$ cat config.mk
export PLATFORM = sky130hd
export DESIGN_NAME = mem_stage
export DESIGN_NICKNAME = d
export VERILOG_FILES = /design/src/rtl/mem_stage_pkg.sv /design/src/rtl/mem_load_align.sv /design/src/rtl/mem_stage.sv
export SDC_FILE = /design/constraint.sdc
export NUM_CORES = 1
export LEC_CHECK = 0
export ABC_AREA = 1
export BUFFER_PORTS_ARGS = -buffer_cell sky130_fd_sc_hd__buf_2
export CAP_MARGIN = 20
export CORE_MARGIN = 5
export CORE_UTILIZATION = 51
export CTS_BUF_LIST = sky130_fd_sc_hd__clkbuf_8
export DETAILED_ROUTE_END_ITERATION = 16
export PLACE_DENSITY = 0.94
export SLEW_MARGIN = 30
export SYNTH_ARGS = -nofsm -noshare
export SYNTH_HDL_FRONTEND = slang
export SYNTH_SLANG_ARGS = --single-unit
export TNS_END_PERCENT = 20
$ cat constraint.sdc
create_clock -name clk -period 2.2 [get_ports clk]
set_clock_uncertainty 0.1 [all_clocks]
set_input_delay 0 -clock clk [delete_from_list [all_inputs] [get_ports clk]]
set_output_delay 0 -clock clk [all_outputs]
set_load 0.01 [all_outputs]
$ cat src/rtl/mem_stage_pkg.sv
// Shared widths, bus layouts, FSM states and load_op bit positions for the MEM stage.
// Pure declarations; no logic.
package mem_stage_pkg;

  localparam int EX_to_MEM_LEN = 77;
  localparam int MEM_to_WB_LEN = 103;
  localparam int MEM_RF_LEN    = 38;
  localparam int DEST_LEN      = 5;

  // load_op is one-hot {lb, lbu, lh, lhu, lw}
  localparam int LD_LW  = 0;
  localparam int LD_LHU = 1;
  localparam int LD_LH  = 2;
  localparam int LD_LBU = 3;
  localparam int LD_LB  = 4;

  typedef enum logic [1:0] {
    MEM_S_EMPTY = 2'd0,
    MEM_S_WAIT  = 2'd1,
    MEM_S_HOLD  = 2'd2,
    MEM_S_PASS  = 2'd3
  } mem_state_e;

  typedef struct packed {
    logic [31:0]         pc;
    logic                gr_we;
    logic [DEST_LEN-1:0] dest;
    logic [31:0]         alu_result;
    logic [4:0]          load_op;
    logic                rfrom_mem;
    logic                mem_wait;
  } ex_mem_t;

  typedef struct packed {
    logic [31:0]         pc;
    logic                gr_we;
    logic [DEST_LEN-1:0] dest;
    logic [31:0]         mem_result;
    logic [31:0]         alu_result;
    logic                rfrom_mem;
  } mem_wb_t;

  typedef struct packed {
    logic [DEST_LEN-1:0] dest;
    logic                data_pending;
    logic [31:0]         final_result;
  } mem_rf_t;

endpackage

$ cat src/rtl/mem_load_align.sv
// Load data alignment: selects byte/halfword by address offset and sign/zero-extends.
// Purely combinational; no state, no backpressure.
module mem_load_align
  import mem_stage_pkg::*;
(
  input  logic [31:0] raw,
  input  logic [1:0]  off,
  input  logic [4:0]  load_op,
  output logic [31:0] mem_result
);

  logic [7:0]  byte_sel;
  logic [15:0] half_sel;

  always_comb begin
    byte_sel = raw[7:0];
    case (off)
      2'd0: byte_sel = raw[7:0];
      2'd1: byte_sel = raw[15:8];
      2'd2: byte_sel = raw[23:16];
      2'd3: byte_sel = raw[31:24];
      default: byte_sel = raw[7:0];
    endcase
    half_sel = off[1] ? raw[31:16] : raw[15:0];

    // Non-one-hot encodings fall through to the raw word
    mem_result = raw;
    case (load_op)
      5'(1 << LD_LB):  mem_result = {{24{byte_sel[7]}}, byte_sel};
      5'(1 << LD_LBU): mem_result = {24'd0, byte_sel};
      5'(1 << LD_LH):  mem_result = {{16{half_sel[15]}}, half_sel};
      5'(1 << LD_LHU): mem_result = {16'd0, half_sel};
      5'(1 << LD_LW):  mem_result = raw;
      default:         mem_result = raw;
    endcase
  end

endmodule

$ cat src/rtl/mem_stage.sv
// MEM pipeline stage: latches EX payload, waits for data SRAM response, aligns loads, hands to WB.
// Latency: 1 cycle for non-memory ops; memory ops pass through in the data_ok cycle when WB allows.
// Backpressure: valid/allowin to WB; response buffered in HOLD if WB stalls. MEM_STALL_CNT_EN adds a stall counter.
module mem_stage
  import mem_stage_pkg::*;
(
  input  logic                     clk,
  input  logic                     resetn,
  input  logic [EX_to_MEM_LEN-1:0] EX_to_MEM_BUS,
  input  logic                     EX_to_MEM_valid,
  output logic                     MEM_allowin,
  output logic [MEM_to_WB_LEN-1:0] MEM_to_WB_BUS,
  output logic                     MEM_to_WB_valid,
  input  logic                     WB_allowin,
  input  logic                     data_sram_data_ok,
  input  logic [31:0]              data_sram_rdata,
  output logic [MEM_RF_LEN-1:0]    MEM_RF_BUS
`ifdef MEM_STALL_CNT_EN
  ,
  output logic [31:0]              mem_stall_cnt
`endif
);

  mem_state_e  state, state_nxt;
  ex_mem_t     ex_in, pl;
  mem_wb_t     wb;
  mem_rf_t     rf;
  logic [31:0] rdata_buf;
  logic [31:0] raw;
  logic [31:0] mem_result;
  logic [31:0] final_result;
  logic        mem_valid;
  logic        ready_go;
  logic        accept;

  assign ex_in     = ex_mem_t'(EX_to_MEM_BUS);
  assign mem_valid = (state != MEM_S_EMPTY);
  assign ready_go  = (state == MEM_S_PASS) || (state == MEM_S_HOLD) ||
                     ((state == MEM_S_WAIT) && data_sram_data_ok);

  assign MEM_allowin     = !mem_valid || (ready_go && WB_allowin);
  assign MEM_to_WB_valid = mem_valid && ready_go;
  assign accept          = EX_to_MEM_valid && MEM_allowin;

  always_comb begin
    state_nxt = state;
    if (MEM_allowin) begin
      if (EX_to_MEM_valid) state_nxt = ex_in.mem_wait ? MEM_S_WAIT : MEM_S_PASS;
      else                 state_nxt = MEM_S_EMPTY;
    end else if ((state == MEM_S_WAIT) && data_sram_data_ok) begin
      state_nxt = MEM_S_HOLD;
    end
  end

  always_ff @(posedge clk or negedge resetn) begin
    if (!resetn) begin
      state     <= MEM_S_EMPTY;
      pl        <= '0;
      rdata_buf <= '0;
    end else begin
      state <= state_nxt;
      if (accept) pl <= ex_in;
      if ((state == MEM_S_WAIT) && data_sram_data_ok && !WB_allowin)
        rdata_buf <= data_sram_rdata;
    end
  end

  // Empty stage presents zero data so idle outputs do not follow the SRAM bus
  assign raw = (state == MEM_S_HOLD) ? rdata_buf :
               (mem_valid ? data_sram_rdata : 32'd0);

  mem_load_align u_align (
    .raw        (raw),
    .off        (pl.alu_result[1:0]),
    .load_op    (pl.load_op),
    .mem_result (mem_result)
  );

  assign final_result = pl.rfrom_mem ? mem_result : pl.alu_result;

  always_comb begin
    wb.pc         = pl.pc;
    wb.gr_we      = pl.gr_we;
    wb.dest       = pl.dest;
    wb.mem_result = mem_result;
    wb.alu_result = pl.alu_result;
    wb.rfrom_mem  = pl.rfrom_mem;
  end
  assign MEM_to_WB_BUS = wb;

  always_comb begin
    rf.dest         = pl.dest & {DEST_LEN{mem_valid & pl.gr_we}};
    rf.data_pending = mem_valid & pl.rfrom_mem & !ready_go;
    rf.final_result = final_result;
  end
  assign MEM_RF_BUS = rf;

`ifdef MEM_STALL_CNT_EN
  always_ff @(posedge clk or negedge resetn) begin
    if (!resetn) begin
      mem_stall_cnt <= '0;
    end else if ((mem_valid && !MEM_to_WB_valid) || (MEM_to_WB_valid && !WB_allowin)) begin
      mem_stall_cnt <= mem_stall_cnt + 32'd1;
    end
  end
`endif

endmodule
==> run summary, run 1 <==
Slew Viols, Final = 0
Peak supply drop = 693 µV
Synthesized flop and latch total = 110
Worst EP required = 2.10 ns
Async set or reset register ratio after synthesis = 100%
MaxCap Viol Count = 0
Final Cycle Share = 112%
Core box area = 0.0126 mm²
R2R Path Start = state[0]
First-pass iteration count of the detailed router = 8
Drt drc = 0
Global Route Usage Sum = 33.3%
Post-layout util = 76.7%
Die ar. = 0.0151 mm²
Register share of total power = 25.4%
PnR worst setup slack = -0.261 ns
Fin crit period = 2.46 ns
WL final = 29500 µm
P_leak = 5.41 nW
Post-synth top area share = 42.3%
Crit path to = MEM_RF_BUS[5]
CTS tree = built
Crit path launch type = flip-flop
Number of cell rows = 41
NetSw = 7.82 mW
Initial DRC Count = 1144
Combinational power share = 66.9%
Internal power = 7.30 mW
Number of setup violations in the final report = 36
Largest net degree at the start of global routing = 68
Commonest cells in the netlist = nand2_1 (382), nand3_1 (174), dfrtp_1 (110), buf_4 (74), mux2_2 (31)
Clk sinks = 110
DP HPWL = 16300 µm
FF-to-FF path depth = 8
CTS clk-pin slew, worst paths = 0.11 ns
Clk Latency, worst-skew pair = 0.39 ns
Total grt overflow = 0
Achievable Freq = 406 MHz
Root Driver = clkbuf_8
Top cells by area, synth = dfrtp_1 (42%), nand2_1 (22%), nand3_1 (13%)
CTS Buf Count = 9
Vias = 8015
Violated checks = setup timing
Vias in the first global route = 7347
Crit end category = output port
Worst R2R Setup Slack = 0.13 ns
DR vias/cell = 5.85
Post-synth EDFFs = 0
CP arrival = 2.36 ns
Pwr per Cell Area = 1570 mW/mm²
Pre-CTS setup slack = 0.0888 ns
Die span in y = 123 µm
Routed len/inst = 21.5 µm
RSZ-0062 raised after global routing = yes
Mapped Cells = 886
Outcome = complete, but fails checks
Netlist cell types = 26
Clk buf depth = 2
Net count, final = 1304
Register area = 0.00276 mm²
# IOs = 257
HP Class = in -> async
Layout cells sized above 1 = 38.2%
Antenna violations before repair = 1
# placed instances = 1212
First-pass GRT wire length = 38200 µm
Reg-to-Reg End = MEM_to_WB_BUS[0]
Critical path start-end classification = reg -> out
Sw Share = 51.7%
Setup crit start = state[0]
Clk network pwr share = 7.7%
Fillers = 821
Synthesis warning total = 0
Area occupied by multi-input gates = 0.00338 mm²
Tightest Pin Transition = 0.716 ns
Routability Congestion = 0.927
Count leader, synth = nand2_1
Post-synth top flop = dfrtp_1
Non-Filler Instances = 1369
Leading area contributor after synthesis = dfrtp_1
Seq/Total Area, Yosys = 42.3%
Initial Util = 51.7%
Die Span X = 123 µm
Layout area overhead = 48.4%
Hold_ws = 0.0112 ns
PortBufs = 256
Synth Net Count = 1000
Total power = 15.1 mW
Max-slew headroom = 52.3%
Syn Std Cell Area = 0.00650 mm²
H-Tree Depth = 3
Antenna-violating nets left = 0
Syn avg cell area = 7.34 µm²
Crit path max fanout = 6
Final Hold Vio Count = 0
## timing repair
item	4_1_cts	5_1_grt
hold endpoints to repair	220	0
pin swaps	5	16
hold buffers	117	0
buffers inserted	13	4
endpoints found under the setup margin	65	45
gates resized for setup	28	132
cloned	2	3
## layout by cell type (no fill, tap or decap), types with 12 or more instances in the layout
cell           count
buf_2            237
buf_4             30
buf_6             24
dfrtp_1          107
dlygate4sd3_1    117
inv_1             12
mux2_2            31
nand2_1          336
nand2_2           41
nand3_1          131
nand3_2           35
nor2_1            20
## sequential cells by signal, indices dropped and copies added, names as in the netlist
register and cells:
MEM_to_WB_BUS 71, rdata_buf 32, pl 5, state 2
## worst max-delay path, cell delays in order (launching register included)
cell	delay [ns]
dfrtp_2	0.47
buf_6	0.14
nor2_4	0.18
buf_6	0.17
nand2_2	0.07
nand3_2	0.08
nand2_1	0.16
nand2_1	0.18
nand3_2	0.12
nand2_2	0.12
nand2_2	0.08
nand2_2	0.09
buf_6	0.10
## layer usage
layer / share of wire [%] / vias to the layer above / GRT usage (%)
li1: - / 3399 / -
met1: 32 / 3686 / 39.1
met2: 47 / 714 / 55.3
met3: 13 / 210 / 7.27
met4: 8.1 / 6 / 20.9
met5: 0.30 / - / 0
## kinds of logic (layout without fill, tap and decap cells)
family | count (synthesis) | count (layout) | synth area share, %
buf+inv | 143 | 451 | 13.0
flops | 110 | 110 | 42.3
other cells | 0 | 2 | 0
compound gates | 15 | 15 | 1.48
simple gates | 587 | 588 | 37.8
mux | 31 | 31 | 5.37
## through the flow
stage                     setup TNS (ns)  instance area (µm²)
after detailed placement               0                 7450
after global placement             -3.55                 7450
after global routing               -8.02                 9640
after CTS                       -0.00517                 9000
final                              -2.70                 9640
after floorplan                        0                 6500
## area by class of cell
| class | instances | area share, % |
|---|---|---|
| Clock buffer | 9 | 1.28 |
| Clock inverter | 7 | 0.519 |
| Multi-Input combinational cell | 634 | 35.0 |
| Sequential cell | 110 | 28.6 |
| Tap cell | 172 | 2.23 |
| Inverter | 17 | 0.688 |
| Timing Repair Buffer | 418 | 31.6 |
| Antenna cell | 2 | 0.0519 |
## power groups by stage
stage | clock network [mW] | logic [mW] | registers [mW]
3_3_place_gp | 0 | 7.43 | 3.69
4_1_cts | 1.17 | 8.23 | 3.71
5_1_grt | 1.26 | 10.7 | 3.93
3_5_place_dp | 0 | 7.65 | 3.73
2_1_floorplan | 0 | 5.53 | 3.47
6_report | 1.17 | 10.1 | 3.84
## how the worst min path moves through the flow
stage,to,slack [ns],cells past startpoint
after CTS,MEM_to_WB_BUS[68],0.003,2
after global routing,rdata_buf[12],0.03,2
after detailed placement,rdata_buf[17],-0.12,1
after floorplan,MEM_to_WB_BUS[0],-0.40,0
after global placement,rdata_buf[12],-0.12,1
final,rdata_buf[12],0.01,2
Note: power is estimated with default switching activity, not from simulation.
==> run 2: changes to the inputs <==
BUFFER_PORTS_ARGS = -buffer_cell sky130_fd_sc_hd__clkbuf_2   (was -buffer_cell sky130_fd_sc_hd__buf_2)
==> run 2 against run 1 <==
- the flow still finishes with violations (setup timing)
- sequential power is essentially flat
- worst setup slack better by 0.097 ns
- cell area is 1.7% lower
- critical endpoint is now MEM_RF_BUS[6]
- largest power group unchanged
==> run summary, run 2 (same netlist as run 1, synthesis figures left out) <==
Outcome = complete, but fails checks
Violated checks = setup timing
FF-to-FF path depth = 9
Antenna violations before repair = 1
H-Tree Depth = 3
Pre-CTS setup slack = 0.187 ns
CP arrival = 2.26 ns
Clk Latency, worst-skew pair = 0.38 ns
CTS clk-pin slew, worst paths = 0.10 ns
Routed len/inst = 19.6 µm
Hold path cells = 5
Crit path launch type = flip-flop
Achievable Freq = 423 MHz
WL final = 26700 µm
Number of cell rows = 41
First-pass iteration count of the detailed router = 6
Layout area overhead = 45.8%
Worst EP required = 2.10 ns
Initial Util = 51.7%
CTS Buf Count = 9
Max reg flops = 71
Total power = 14.5 mW
Critical path start-end classification = reg -> out
# IOs = 257
Final Hold Vio Count = 0
Routability Congestion = 1.00
RSZ-0062 raised after global routing = yes
Layout cells sized above 1 = 35.6%
Clk sinks = 110
Total grt overflow = 0
Initial DRC Count = 1016
Final Cycle Share = 107%
Largest net degree at the start of global routing = 69
PnR worst setup slack = -0.165 ns
Peak supply drop = 711 µV
Clk buf depth = 2
Die ar. = 0.0151 mm²
Fin crit period = 2.36 ns
Root Driver = clkbuf_8
Die Span X = 123 µm
Antenna-violating nets left = 0
PortBufs = 256
DR vias/cell = 5.61
Pwr per Cell Area = 1530 mW/mm²
Most frequent cells in the layout = nand2_1 (364), clkbuf_2 (248), nand3_1 (137)
HP Class = in -> reg
Net count, final = 1298
DP HPWL = 16200 µm
Drt drc = 0
Leading cell type in the layout, fill and taps excluded = nand2_1
MaxCap Viol Count = 0
Core box area = 0.0126 mm²
P_leak = 5.35 nW
Crit end category = output port
Vias in the first global route = 7271
Crit path max fanout = 7
Global Route Usage Sum = 32.3%
First-pass GRT wire length = 37500 µm
Vias = 7641
CTS tree = built
Slew Viols, Final = 0
Tightest Pin Transition = 0.706 ns
Number of setup violations in the final report = 32
Die span in y = 123 µm
Max-slew headroom = 52.9%
==> run 2: through the flow <==
step                cell area (µm²)  cells  util, %  TNS, ns  hold slack [ns]
finish                         9480   1361     75.4    -1.78           0.0590
global route                   9470   1359     75.4    -5.84           0.0698
CTS                            8880   1345     70.6        0          0.00750
detailed placement             7450   1212     59.3        0          -0.0240
global placement               7450   1212     59.3        0          -0.0296
floorplan                      6500    886        -        0           -0.396
==> run 2: timing repair <==
action	CTS	global route
hold endpoints to repair	156	0
gates cloned	0	3
pin swaps	0	13
endpoints found under the setup margin	57	50
hold buffers	116	0
setup buffers	3	12
resized for setup	17	112
==> run 2: per-layer routing <==
metal	GRT usage [%]	routed length [µm]	share of wire [%]	vias up
li1	-	-	-	3363
met3	8.51	3170	12	161
met4	20.6	1920	7.2	2
met2	54.3	12700	47	608
met5	0	37	0.14	-
met1	36.4	8900	33	3507
==> run 2: worst paths after layout <==
check / start / to / slack (ns)
max: state[0] / MEM_RF_BUS[6] / -0.16
min: data_sram_data_ok / state[1] / 0.06
max in group asynchronous: resetn / pl[2] / 1.19
min reg2reg: MEM_to_WB_BUS[71] / MEM_to_WB_BUS[71] / 0.38
max reg2reg: state[0] / MEM_to_WB_BUS[2] / -0.03
min in group asynchronous: resetn / rdata_buf[21] / 0.08
==> run 2: power by group <==
| group | leakage [nW] | switching, mW | internal (mW) | total (mW) |
|---|---|---|---|---|
| Combinational | 3.92 | 5.90 | 3.56 | 9.45 |
| Sequential | 1.33 | 0.808 | 3.01 | 3.82 |
| Clock | 0.104 | 0.685 | 0.571 | 1.26 |
==> run 2: area by class of cell <==
cell class / count / area (µm²)
multi-input combinational: 633 / 3290
fill: 830 / 3090
timing repair buffer: 413 / 2940
sequential: 110 / 2760
tap: 172 / 215
clock buffer: 11 / 151
inverter: 17 / 73.8
clock inverter: 3 / 37.5
antenna: 2 / 5.00
==> run 2: worst max-delay path, stage by stage (launching register included) <==
cell and delay [ns]:
dfrtp_2 0.52, clkinv_4 0.17, buf_4 0.17, buf_6 0.12, nand3_2 0.07, nand3_2 0.09
nand2_1 0.09, nand2_1 0.09, nand3_2 0.11, nand3_4 0.09, nand2_2 0.10, nand2_2 0.11
buf_6 0.14
==> run 3: changes to the inputs <==
CORE_ASPECT_RATIO = 1.4   (was not set)
SETUP_SLACK_MARGIN = 0.2   (was not set)
==> run 3 against run 2 <==
- worst setup slack better by 0.11 ns
- non-clock buffer count up 22
- fmax up 4.9%
- largest power group unchanged
- cell count up 0.15%
- the flow still finishes with violations (setup timing)
==> run summary, run 3 (same netlist as run 1, synthesis figures left out) <==
H-Tree Depth = 3
DP HPWL = 16700 µm
Fin crit period = 2.25 ns
Core box area = 0.0124 mm²
Layout area overhead = 51.6%
First-pass GRT wire length = 40800 µm
MaxCap Viol Count = 0
Critical-path cell list = clkinv_4 -> nand3_4 -> nand2_4 -> buf_4 -> buf_4 -> buf_4 -> nand2_1 -> nand3_4 -> nand2_1 -> nand2_1 -> clkbuf_2
Worst EP required = 2.10 ns
Setup crit start = state[0]
Met3 WL = 2760 µm
Worst R2R Setup Slack = 0.05 ns
Slew Viols, Final = 0
Cell Area, Placed = 0.00743 mm²
Clk buf depth = 2
P_leak = 5.57 nW
Routed len/inst = 20.6 µm
Total grt overflow = 0
CP max stage delay = 0.51 ns
R2R Path Start = state[0]
CTS tree = built
CTS Buf Count = 9
FF-to-FF path depth = 9
PortBufs = 256
CP arrival = 2.15 ns
Die span in y = 144 µm
Crit end category = output port
Vias in the first global route = 7952
Reg-to-Reg End = MEM_to_WB_BUS[11]
Routed length on met2 = 14100 µm
Largest net degree at the start of global routing = 111
Number of cell rows = 48
Max reg flops = 71
Peak supply drop = 977 µV
Vias = 7826
WL final = 28100 µm
Number of setup violations in the final report = 18
Fillers = 761
Achievable Freq = 444 MHz
Pwr per Cell Area = 1560 mW/mm²
Antenna violations before repair = 1
Clk Latency, worst-skew pair = 0.38 ns
Initial Util = 52.3%
RSZ-0062 raised after global routing = yes
Routability Congestion = 0.969
Die ar. = 0.0151 mm²
Die Span X = 105 µm
Violated checks = setup timing
Antenna-violating nets left = 0
Net count, final = 1320
Setup TNS = -0.502 ns
Final Hold Vio Count = 0
Tightest Pin Transition = 0.679 ns
Outcome = complete, but fails checks
Max-slew headroom = 54.7%
Initial DRC Count = 709
Most frequent cells in the layout = nand2_1 (357), clkbuf_2 (211), nand3_1 (126)
DR vias/cell = 5.74
Clk sinks = 110
Finished layout cell area = 0.00985 mm²
PnR worst setup slack = -0.0532 ns
Global Route Usage Sum = 34.6%
Crit path max fanout = 7
HP Class = in -> async
Layout cells sized above 1 = 38.3%
CP max-delay cell = dfrtp_2
Crit path launch type = flip-flop
CTS clk-pin slew, worst paths = 0.11 ns
Final Cycle Share = 102%
# IOs = 257
Leading cell type in the layout, fill and taps excluded = nand2_1
Metal1 wirelength = 8980 µm
Crit path to = MEM_RF_BUS[15]
First-pass iteration count of the detailed router = 5
Root Driver = clkbuf_8
Drt drc = 0
Top sig layer = met4
Critical path start-end classification = reg -> out
[run 3: changes by cell type in the layout (fill, tap and decap cells not counted), sizes merged]
cell / change
clkbuf: -36
buf: +60
dlygate4sd3: -2
inv: +1
bufinv: +1
[run 3: layout make-up]
class / instances / area [µm²] / share of cell area [%]
Multi-Input combinational cell: 633 / 3400 / 34.5
Timing Repair Buffer: 435 / 3200 / 32.4
Sequential cell: 110 / 2760 / 28.0
Tap cell: 150 / 188 / 1.91
Clock buffer: 11 / 151 / 1.54
Clock inverter: 5 / 81.3 / 0.826
Inverter: 17 / 71.3 / 0.724
Antenna cell: 2 / 5.00 / 0.0508
[run 3: repair_timing]
action	4_1_cts	5_1_grt
gates cloned	4	3
setup buffers	19	17
endpoints found under the setup margin	65	77
pin swaps	6	27
resized for setup	57	136
hold buffers	114	0
endpoints found under the hold margin	220	0
[run 3: power by group]
| group | leakage [nW] | internal [mW] | switching, mW |
|---|---|---|---|
| clock network | 0.121 | 0.707 | 0.712 |
| logic | 4.12 | 3.99 | 6.15 |
| registers | 1.33 | 3.01 | 0.817 |
[run 3: per-stage QoR]
stage	cells	power, mW	utilization [%]	worst slack, ns	hold WS [ns]
2_1_floorplan	886	9.00	-	0.496	-0.396
3_3_place_gp	1188	11.4	59.8	0.299	0.0187
5_1_grt	1362	16.2	79.2	-0.155	0.205
6_report	1363	15.4	79.2	-0.0532	0.123
3_5_place_dp	1188	11.6	59.8	0.238	0.0282
4_1_cts	1341	13.9	74.6	0.0197	0.156
[run 3: worst min-delay path by stage]
stage                              to  slack, ns  depth (start not counted)
global route        MEM_to_WB_BUS[81]       0.20                          3
floorplan            MEM_to_WB_BUS[0]      -0.40                          0
global placement    MEM_to_WB_BUS[81]       0.02                          2
CTS                 MEM_to_WB_BUS[81]       0.16                          3
finish              MEM_to_WB_BUS[81]       0.12                          3
detailed placement  MEM_to_WB_BUS[81]       0.03                          2
[run 3: worst max-delay path: cells and delay by family (launching register included)]
family	cells	cell delay, ns
DFF	1	0.51
buffers and inverters	5	0.68
and+or+nand+nor	6	0.59
[run 3: routing by layer]
layer	vias to the layer above	GRT usage [%]
met4	0	23.8
met1	3615	36.6
met5	-	0
li1	3429	-
met2	609	61.2
met3	173	7.64
